--- config.mk ---
export PLATFORM = sky130hd
export DESIGN_NAME = mode_transition_sequencer
export DESIGN_NICKNAME = d
export VERILOG_FILES = /design/src/rtl/mode_pkg.sv /design/src/rtl/mode_seq_counter.sv /design/src/rtl/mode_transition_sequencer.sv
export SDC_FILE = /design/constraint.sdc
export NUM_CORES = 1
export LEC_CHECK = 0
export CORE_MARGIN = 1
export CORE_UTILIZATION = 55
export DETAILED_ROUTE_END_ITERATION = 12
export GPL_TIMING_DRIVEN = 1
export PLACE_DENSITY = 0.92
export SLEW_MARGIN = 40
export SYNTH_ARGS = -nofsm -noshare
export SYNTH_HDL_FRONTEND = slang
export SYNTH_SLANG_ARGS = --single-unit
--- constraint.sdc ---
create_clock -name clk -period 4 [get_ports clk]
set_input_delay 0.8 -clock clk [delete_from_list [all_inputs] [get_ports clk]]
set_output_delay 0.8 -clock clk [all_outputs]
set_load 0.05 [all_outputs]
--- src/rtl/mode_pkg.sv ---
// -----------------------------------------------------------------------------
// mode_pkg
//
// Shared definitions for the mode transition sequencer.
//
// Contents:
//   seq_state_e        - sequencer state encodings, also exported on the debug
//                        seq_state port (0..5)
//   OWNER_SHELL/CPU    - SRAM bus mux select values
//   state_*()          - per-state output decode, so the registered outputs
//                        are derived from the next state in a single place
// -----------------------------------------------------------------------------
package mode_pkg;

   localparam int SEQ_STATE_W = 3;

   typedef enum logic [SEQ_STATE_W-1:0] {
      SEQ_SHELL     = 3'd0,
      SEQ_DRAIN_SH  = 3'd1,
      SEQ_GRANT_CPU = 3'd2,
      SEQ_APP       = 3'd3,
      SEQ_DRAIN_CPU = 3'd4,
      SEQ_RELEASE   = 3'd5
   } seq_state_e;

   localparam logic OWNER_SHELL = 1'b0;
   localparam logic OWNER_CPU   = 1'b1;

   // Bus mux select for a state. The CPU owns the bus from the grant until
   // the release guard cycle has completed.
   function automatic logic state_owner(input seq_state_e s);
      case (s)
         SEQ_GRANT_CPU, SEQ_APP, SEQ_DRAIN_CPU, SEQ_RELEASE: return OWNER_CPU;
         default:                                             return OWNER_SHELL;
      endcase
   endfunction

   // The CPU runs only while it owns the bus and is either in steady state or
   // finishing its last in-flight access.
   function automatic logic state_cpu_run(input seq_state_e s);
      return (s == SEQ_APP) || (s == SEQ_DRAIN_CPU);
   endfunction

   // The shell is fenced off the SRAM everywhere except its own steady state.
   function automatic logic state_shell_hold(input seq_state_e s);
      return (s != SEQ_SHELL);
   endfunction

   // Any state that is not a steady state is part of a handover.
   function automatic logic state_switching(input seq_state_e s);
      return (s != SEQ_SHELL) && (s != SEQ_APP);
   endfunction

endpackage : mode_pkg

--- src/rtl/mode_seq_counter.sv ---
// -----------------------------------------------------------------------------
// mode_seq_counter
//
// Loadable, saturating down-counter. The sequencer uses it both as the drain
// timeout and as the CPU reset hold timer.
//
// Ports:
//   clk       in   system clock
//   reset     in   synchronous, active-high reset (count returns to 0)
//   load      in   load load_val this cycle (wins over dec)
//   load_val  in   CNT_W-bit value to load
//   dec       in   decrement this cycle; holds at 0
//   zero      out  the count expires this cycle: a decrement now lands on 0
// -----------------------------------------------------------------------------
module mode_seq_counter #(
   parameter int CNT_W = 8
) (
   input  logic             clk,
   input  logic             reset,
   input  logic             load,
   input  logic [CNT_W-1:0] load_val,
   input  logic             dec,
   output logic             zero
);

   logic [CNT_W-1:0] count_q;
   logic [CNT_W-1:0] count_d;

   // NOTE: every signal written in an always_comb gets a default first, so no
   // path through the block can leave it unassigned and infer a latch.
   always_comb begin
      count_d = count_q;
      if (load) begin
         count_d = load_val;
      end else if (dec && (count_q != '0)) begin
         count_d = count_q - CNT_W'(1);
      end
   end

   // A value of N therefore lasts exactly N decrementing cycles: the caller
   // leaves its wait state on the same edge that the count reaches 0.
   assign zero = (count_q <= CNT_W'(1));

   // NOTE: sequential state uses non-blocking assignments so every flop
   // samples its pre-edge inputs regardless of block ordering.
   always_ff @(posedge clk) begin
      if (reset) begin
         count_q <= '0;
      end else begin
         count_q <= count_d;
      end
   end

endmodule : mode_seq_counter

--- src/rtl/mode_transition_sequencer.sv ---
// -----------------------------------------------------------------------------
// mode_transition_sequencer
//
// Converts each edge of the app_mode level into an ordered handover of the
// shared SRAM bus between the shell engine and the CPU:
//   shell -> app : fence shell, wait for it to go idle, grant bus to the CPU
//                  while it is held in reset, then release the CPU.
//   app -> shell : let the CPU finish its in-flight access, put it back in
//                  reset, spend one guard cycle, then return the bus.
// Each drain is bounded by DRAIN_TIMEOUT; a forced drain sets a sticky error.
//
// Ports:
//   clk                in   system clock
//   reset              in   synchronous, active-high reset
//   app_mode           in   requested mode: 0 = shell, 1 = application
//   shell_busy         in   shell engine has an SRAM access in flight
//   cpu_mem_valid      in   CPU bus request asserted
//   cpu_mem_ready      in   CPU bus request completing this cycle
//   cpu_resetn         out  active-low CPU reset
//   bus_owner          out  SRAM mux select: 0 = shell, 1 = CPU
//   shell_hold         out  shell must not start new SRAM accesses
//   switching          out  a handover is in progress
//   seq_state          out  current state encoding (debug)
//   drain_timeout_err  out  sticky: a drain was forced by timeout
//
// All outputs come straight from flops.
// -----------------------------------------------------------------------------
module mode_transition_sequencer
   import mode_pkg::*;
#(
   parameter int RESET_HOLD    = 16,
   parameter int DRAIN_TIMEOUT = 255,
   parameter int CNT_W         = 8
) (
   input  logic                   clk,
   input  logic                   reset,
   input  logic                   app_mode,
   input  logic                   shell_busy,
   input  logic                   cpu_mem_valid,
   input  logic                   cpu_mem_ready,
   output logic                   cpu_resetn,
   output logic                   bus_owner,
   output logic                   shell_hold,
   output logic                   switching,
   output logic [SEQ_STATE_W-1:0] seq_state,
   output logic                   drain_timeout_err
);

   localparam logic [CNT_W-1:0] HOLD_VAL    = CNT_W'(RESET_HOLD);
   localparam logic [CNT_W-1:0] TIMEOUT_VAL = CNT_W'(DRAIN_TIMEOUT);

   // ---------------------------------------------------------------------------
   // State and output registers
   // ---------------------------------------------------------------------------
   seq_state_e state_q,      state_d;
   logic       cpu_resetn_q, cpu_resetn_d;
   logic       bus_owner_q,  bus_owner_d;
   logic       shell_hold_q, shell_hold_d;
   logic       switching_q,  switching_d;
   logic       err_q,        err_d;

   // Counter control
   logic             cnt_load;
   logic [CNT_W-1:0] cnt_val;
   logic             cnt_dec;
   logic             cnt_zero;

   // A CPU access is over either when nothing is requested or when the
   // outstanding request completes in this very cycle.
   logic cpu_idle;
   logic forced;

   assign cpu_idle = !cpu_mem_valid || cpu_mem_ready;

   mode_seq_counter #(
      .CNT_W (CNT_W)
   ) u_counter (
      .clk      (clk),
      .reset    (reset),
      .load     (cnt_load),
      .load_val (cnt_val),
      .dec      (cnt_dec),
      .zero     (cnt_zero)
   );

   // ---------------------------------------------------------------------------
   // Next-state logic
   // ---------------------------------------------------------------------------
   always_comb begin
      state_d  = state_q;
      cnt_load = 1'b0;
      cnt_val  = '0;
      cnt_dec  = 1'b0;
      forced   = 1'b0;

      case (state_q)
         SEQ_SHELL: begin
            if (app_mode) begin
               state_d  = SEQ_DRAIN_SH;
               cnt_load = 1'b1;
               cnt_val  = TIMEOUT_VAL;
            end
         end

         // Idle wins over expiry: a shell that goes quiet in the last
         // timeout cycle is a clean drain, not a forced one.
         SEQ_DRAIN_SH: begin
            cnt_dec = 1'b1;
            if (!shell_busy || cnt_zero) begin
               state_d  = SEQ_GRANT_CPU;
               cnt_load = 1'b1;
               cnt_val  = HOLD_VAL;
               forced   = shell_busy;
            end
         end

         SEQ_GRANT_CPU: begin
            cnt_dec = 1'b1;
            if (cnt_zero) begin
               state_d = SEQ_APP;
            end
         end

         SEQ_APP: begin
            if (!app_mode) begin
               state_d  = SEQ_DRAIN_CPU;
               cnt_load = 1'b1;
               cnt_val  = TIMEOUT_VAL;
            end
         end

         SEQ_DRAIN_CPU: begin
            cnt_dec = 1'b1;
            if (cpu_idle || cnt_zero) begin
               state_d = SEQ_RELEASE;
               forced  = !cpu_idle;
            end
         end

         SEQ_RELEASE: begin
            state_d = SEQ_SHELL;
         end

         default: begin
            state_d = SEQ_SHELL;
         end
      endcase
   end

   // ---------------------------------------------------------------------------
   // Registered outputs, decoded from the next state so they change on the
   // same edge as the state itself.
   // ---------------------------------------------------------------------------
   always_comb begin
      bus_owner_d  = state_owner(state_d);
      cpu_resetn_d = state_cpu_run(state_d);
      shell_hold_d = state_shell_hold(state_d);
      switching_d  = state_switching(state_d);
      err_d        = err_q || forced;
   end

   // NOTE: reset here is synchronous, so it is sampled only on a clock edge
   // and belongs inside the clocked branch rather than the sensitivity list.
   always_ff @(posedge clk) begin
      if (reset) begin
         state_q      <= SEQ_SHELL;
         cpu_resetn_q <= 1'b0;
         bus_owner_q  <= OWNER_SHELL;
         shell_hold_q <= 1'b0;
         switching_q  <= 1'b0;
         err_q        <= 1'b0;
      end else begin
         state_q      <= state_d;
         cpu_resetn_q <= cpu_resetn_d;
         bus_owner_q  <= bus_owner_d;
         shell_hold_q <= shell_hold_d;
         switching_q  <= switching_d;
         err_q        <= err_d;
      end
   end

   assign cpu_resetn        = cpu_resetn_q;
   assign bus_owner         = bus_owner_q;
   assign shell_hold        = shell_hold_q;
   assign switching         = switching_q;
   assign seq_state         = state_q;
   assign drain_timeout_err = err_q;

endmodule : mode_transition_sequencer

Word level (Yosys, flattened, before mapping)
Index checks and enable logic that the tools add are counted.
{"block": "word_totals", "input_bits": 6, "ff_bits": 16, "wordCells": 55}
{"block": "op_classes", "magnitude_cmp": 1, "reduce_logical": 16, "muxes": 21, "n_eq_ne": 9, "add_sub_neg": 1}
{"op": "two-way mux 8 bit", "count": 4}
{"op": "one-hot mux 8 bit (3 select lines)", "count": 1}
{"op": "two-way mux 3 bit", "count": 5}
{"op": "one-hot mux 3 bit (5 select lines)", "count": 1}
{"op": "equality test 3 x 2 -> 1 bit, second input constant", "count": 4}
{"op": "equality test 3 bit, second input constant", "count": 3}
{"op": "<= comparator 8 x 1 -> 1 bit, second input constant", "count": 1}
{"op": "nonzero test 8 bit", "count": 1}
{"op": "subtractor 8 x 1 -> 8 bit, second input constant", "count": 1}
{"op": "two-way mux 1 bit", "count": 7}
{"op": "logical OR 1 bit", "count": 5}
{"op": "two-way mux 5 bit", "count": 1}
{"op": "OR reduction 4 bit", "count": 1}
{"op": "equality test 3 x 1 -> 1 bit, second input constant", "count": 1}
{"op": "zero test 1 bit", "count": 3}
{"op": "zero test 3 bit", "count": 1}
{"op": "inequality test 3 x 2 -> 1 bit, second input constant", "count": 1}
{"op": "one-hot mux 1 bit (3 select lines)", "count": 1}
{"op": "nonzero test 3 bit", "count": 1}
{"op": "OR reduction 3 bit", "count": 1}
{"op": "logical AND 1 bit", "count": 2}
{"op": "one-hot mux 1 bit (2 select lines)", "count": 1}
{"op": "nonzero test 2 bit", "count": 1}

Logic depth before layout (Yosys ltp)
{"block": "depth", "depth_word": 8, "mapped_depth": 7, "mapped_depth_nobuf": 7}

Hierarchy
From an unflattened synthesis, not the netlist that was laid out.
{"block": "unflattened", "hier_cells": 120, "hier_area_um2": 993.5}
{"module": "mode_seq_counter", "n_inst": 1, "seq_area_each_um2": 160.2, "area_per_inst_um2": 558.0, "cells_per_inst": 68}
{"module": "mode_transition_sequencer", "n_inst": 1, "seq_area_each_um2": 160.2, "area_per_inst_um2": 435.4, "cells_per_inst": 52}

Worst setup path before layout
No wires, ideal clock.
{"block": "synth_timing", "path_kind": "reg-to-reg", "from": "register state_q[0], in the netlist seq_state[0]", "to": "register u_counter.count_q[3]", "stages_incl_launch_ff": 6, "setup_ps": 143, "required_time_ps": 3857, "path_buffers": 0, "period_less_slack_ps": 2181, "setup_slack_ps": 1819, "t_arrival_ps": 2038, "cell_sequence": "dfxtp_1 -> or3b_2 -> o21ai_1 -> a21boi_2 -> mux2i_1 -> a211oi_1"}
{"block": "synth_via", "elab_chain_len": 5, "word_cells_on_any_way": 12, "cone_classes": "eq/ne (4); mux (4); reduce/logical (4)"}
{"item": "start: declaration", "line": "mode_transition_sequencer.sv:55", "rtl": "seq_state_e state_q, state_d;"}
{"item": "start signal: assignment", "line": "mode_transition_sequencer.sv:173", "rtl": "state_q <= state_d;"}
{"item": "equality test 3 bit (tied with other cells)", "line": "mode_transition_sequencer.sv:96", "rtl": "case (state_q)"}
{"item": "OR reduction 3 bit (no source line)"}
{"item": "two-way mux 1 bit", "line": "mode_transition_sequencer.sv:96"}
{"item": "logical AND 1 bit", "line": "mode_seq_counter.sv:35", "rtl": "end else if (dec && (count_q != '0)) begin"}
{"item": "nonzero test 2 bit (no source line)"}
{"item": "end signal: assignment", "line": "mode_seq_counter.sv:50", "rtl": "count_q <= count_d;"}
{"item": "end: declaration", "line": "mode_seq_counter.sv:26", "rtl": "logic [CNT_W-1:0] count_q;"}
Parallel ways exist; a longest one is shown, timed or not.
A chain may end at the register's enable or synchronous reset.

Worst setup path after layout
{"block": "layout_timing", "from": "register state_q[2], in the netlist seq_state[2]", "to": "output seq_state[2]"}
{"item": "end: declaration", "line": "mode_transition_sequencer.sv:45", "rtl": "output logic [SEQ_STATE_W-1:0] seq_state,"}
No word-level cell between the ends.

==> results.yml <==
min_path:
  min_path_cells: 2
  hold_path_class: "flop to flop"
  min_from: "drain_timeout_err$_SDFF_PP0_"
  min_to: "drain_timeout_err$_SDFF_PP0_"
sta:
  tns_ns: 0
  finalHoldViolCount: 0
  setup_viol: 0
  rsz0062_at_grt: "false"
  drv_slew: 0
  slew_headroom_pct: 50.82
  skew_ns: 0.0006863
  tightest_slew_ns: 0.7309
  post-route-period-util_pct: 64.96
  min_period_ns: 2.598
  fmax_mhz: 384.8
yosys:
  ys_seq_area_share_pct: 35.75
  syn-instance-count: 112
  yosysTopAreaCell: "dfxtp_1"
  yosysMostFrequentCell: "dfxtp_1"
  syn-num-nets: 120
  synthArstFlopShare_pct: 0
  synth_top_flop_cell: "dfxtp_1"
  ys_ff_latch: 16
  synth_area_sq_um: 895.9
  synthTopCellsByArea: "dfxtp_1 36%, nor2_1 6.3%, a21oi_1 4.5%, mux2i_1 4.5%, nand2b_1 3.5%"
  yosysTopAreaCellShare_pct: 35.75
  synth_cell_types: 34
  ys_warn_count: 0
  syn_area_per_cell_sq_um: 7.999
  synth.top_cells.by_count: "16 x dfxtp_1, 15 x nor2_1, 8 x a21oi_1, 7 x inv_1"
  synth_enable_flop_cells: 0
placed_design:
  place_inst: 138
  gp_congestion: 0.8447
  dpl.hpwl_mm: 1.463
  io_buffer_count: 13
grt:
  grt_max_degree: 16
  grt_usage_pct: 26.18
  grt_pass1_wl_mm: 3.594
  antenna_found_initial: 0
  grt_pass1_vias: 810
  overflow: 0
clock_tree:
  cts_root_buf: "clkbuf_4"
  cts_buffer_depth: 2
  clock_latency_ns: 0.29
  cts.reportedPaths.clkPinSlew_ns: 0.10
  ctsHoldBuffers: 0
  clock-sinks: 16
  cts_tree: "done"
  ctsResizeCount: 0
  htreeDepth: 1
  cts-buffers-inserted: 3
  postCtsSetupBuffers: 0
route:
  routed-via-count: 876
  drtIter0Drc: 17
  vias_per_cell: 6.169
  first_pass_iters: 4
  post-route-drc-count: 0
  finalWirelength_mm: 2.058
  ant_nets: 0
  wl_per_cell_um: 14.49
layout:
  final_nets: 135
  multi_input_area_sq_um: 538.0
  final_cells: 142
  n_antenna_cell: 0
  areaGrowthSynthToFinish_pct: 19.55
  fill_cells: 129
  ff_latch_area_sq_um: 320.3
  drive_gt1_share_pct: 9.524
die:
  core_sq_um: 1506
  ioPinCount: 14
  num_rows: 14
  die_h_um: 42.36
  start_util_pct: 59.47
  fp.dieArea_sq_um: 1794
  die_width_um: 42.36
worst_setup_path:
  slowest_delay_ns: 0.90
  worstSetupEndpointType: "primary output"
  crit_buf_inv: 1
  crit_path_cell_trace: "clkdlybuf4s50_1"
  reg2reg_to: "switching$_SDFF_PP0_"
  rr_worst_depth: 5
  crit_type: "flop to primary output"
  critPathTopFamily: "buffers and inverters"
  start_kind: "flop"
  crit_fanout: 15
  required_ns: 3.20
  r2r_setup_slack_ns: 1.77
  r2r_start: "u_counter.count_q[5]$_SDFFE_PP0P_"
  slowest_stage: "clkdlybuf4s50_1"
  worstPathArrival_ns: 1.80
power_and_ir_drop:
  total_power_uw: 676.3
  leakagePower_nw: 0.4305
  peakVddDrop_uv: 437.5
  power.density_nw_per_um2: 631.5
job:
  drv_cap: 0
run_status:
  status: "finished, final reports clean"
==> cell usage in the layout, fill, tap and decap left out, types with 2 or more instances in the layout <==
cell type	Yosys	final
nand2b_1	5	5
nor3b_1	2	2
a211oi_1	3	3
or2_2	2	2
nor4_1	3	3
a21oi_1	8	8
nor3_1	4	4
or4_4	2	2
clkbuf_4	0	3
and3_1	3	3
a31oi_1	4	4
o22ai_1	3	3
dfxtp_1	16	16
mux2i_1	4	4
xnor2_1	2	2
nand2_1	5	5
clkdlybuf4s50_1	0	13
nand3_1	4	4
ha_1	2	2
nor2_1	15	15
nand3b_1	2	2
inv_1	7	7
==> power by group <==
part	internal (mW)	switching (mW)	total, mW
Combinational	0.131	0.179	0.310
Sequential	0.203	0.0542	0.257
Clock	0.0555	0.0542	0.110
Total	0.389	0.287	0.676
==> per-stage QoR <==
step	hold slack (ns)	setup WS [ns]	instance area [sq um]	utilization, %
after floorplan	0.4707	1.819	895.9	-
after global placement	0.4898	1.565	1035	68.69
after detailed placement	0.4823	1.517	1035	68.69
after CTS	0.5051	1.402	1071	71.10
after global routing	0.5238	1.322	1071	71.10
final	0.5020	1.402	1071	71.10
==> sequential cells by signal, indices dropped and copies added (netlist names) <==
register           flops
u_counter.count_q      8
cpu_resetn             1
seq_state              3
bus_owner              1
drain_timeout_err      1
switching              1
shell_hold             1
==> metal layers <==
layer	wire (um)	track usage, %	vias up
li1	-	-	434
met1	843	31.72	399
met2	1068	45.23	37
met3	117	4.741	6
met4	29	10.63	0
met5	0	0	-
==> cells by family (layout without fill, tap and decap cells) <==
kind of cell | count (synthesis) | count (layout) | synth area share, %
AOI/OAI and AO/OA | 25 | 25 | 18.16
xor gates and xnor gates | 2 | 2 | 1.956
adders and majority gates | 2 | 2 | 2.793
buffers and inverters | 10 | 24 | 4.190
DFF | 16 | 16 | 35.75
muxes | 4 | 4 | 4.469
and+or+nand+nor | 53 | 53 | 32.68
==> layout make-up <==
| cell class | instances | area share [%] |
|---|---|---|
| sequential | 16 | 29.91 |
| clock buffer | 4 | 3.388 |
| timing repair buffer | 13 | 12.15 |
| inverter | 7 | 2.453 |
| tap | 16 | 1.869 |
| multi-input combinational | 86 | 50.23 |
==> worst max path at each step <==
| stage | end | slack, ns | cells after the start | from |
|---|---|---|---|---|
| after floorplan | u_counter.count_q[3]$_SDFFE_PP0P_ | 1.82 | 5 | seq_state[0]$_SDFF_PP0_ |
| after global placement | u_counter.count_q[2]$_SDFFE_PP0P_ | 1.57 | 5 | reset |
| after detailed placement | u_counter.count_q[2]$_SDFFE_PP0P_ | 1.52 | 5 | reset |
| after CTS | seq_state[2] | 1.40 | 1 | seq_state[2]$_SDFF_PP0_ |
| after global routing | seq_state[2] | 1.32 | 1 | seq_state[2]$_SDFF_PP0_ |
| final | seq_state[2] | 1.40 | 1 | seq_state[2]$_SDFF_PP0_ |
No activity file was read; power rests on OpenSTA's default activity.
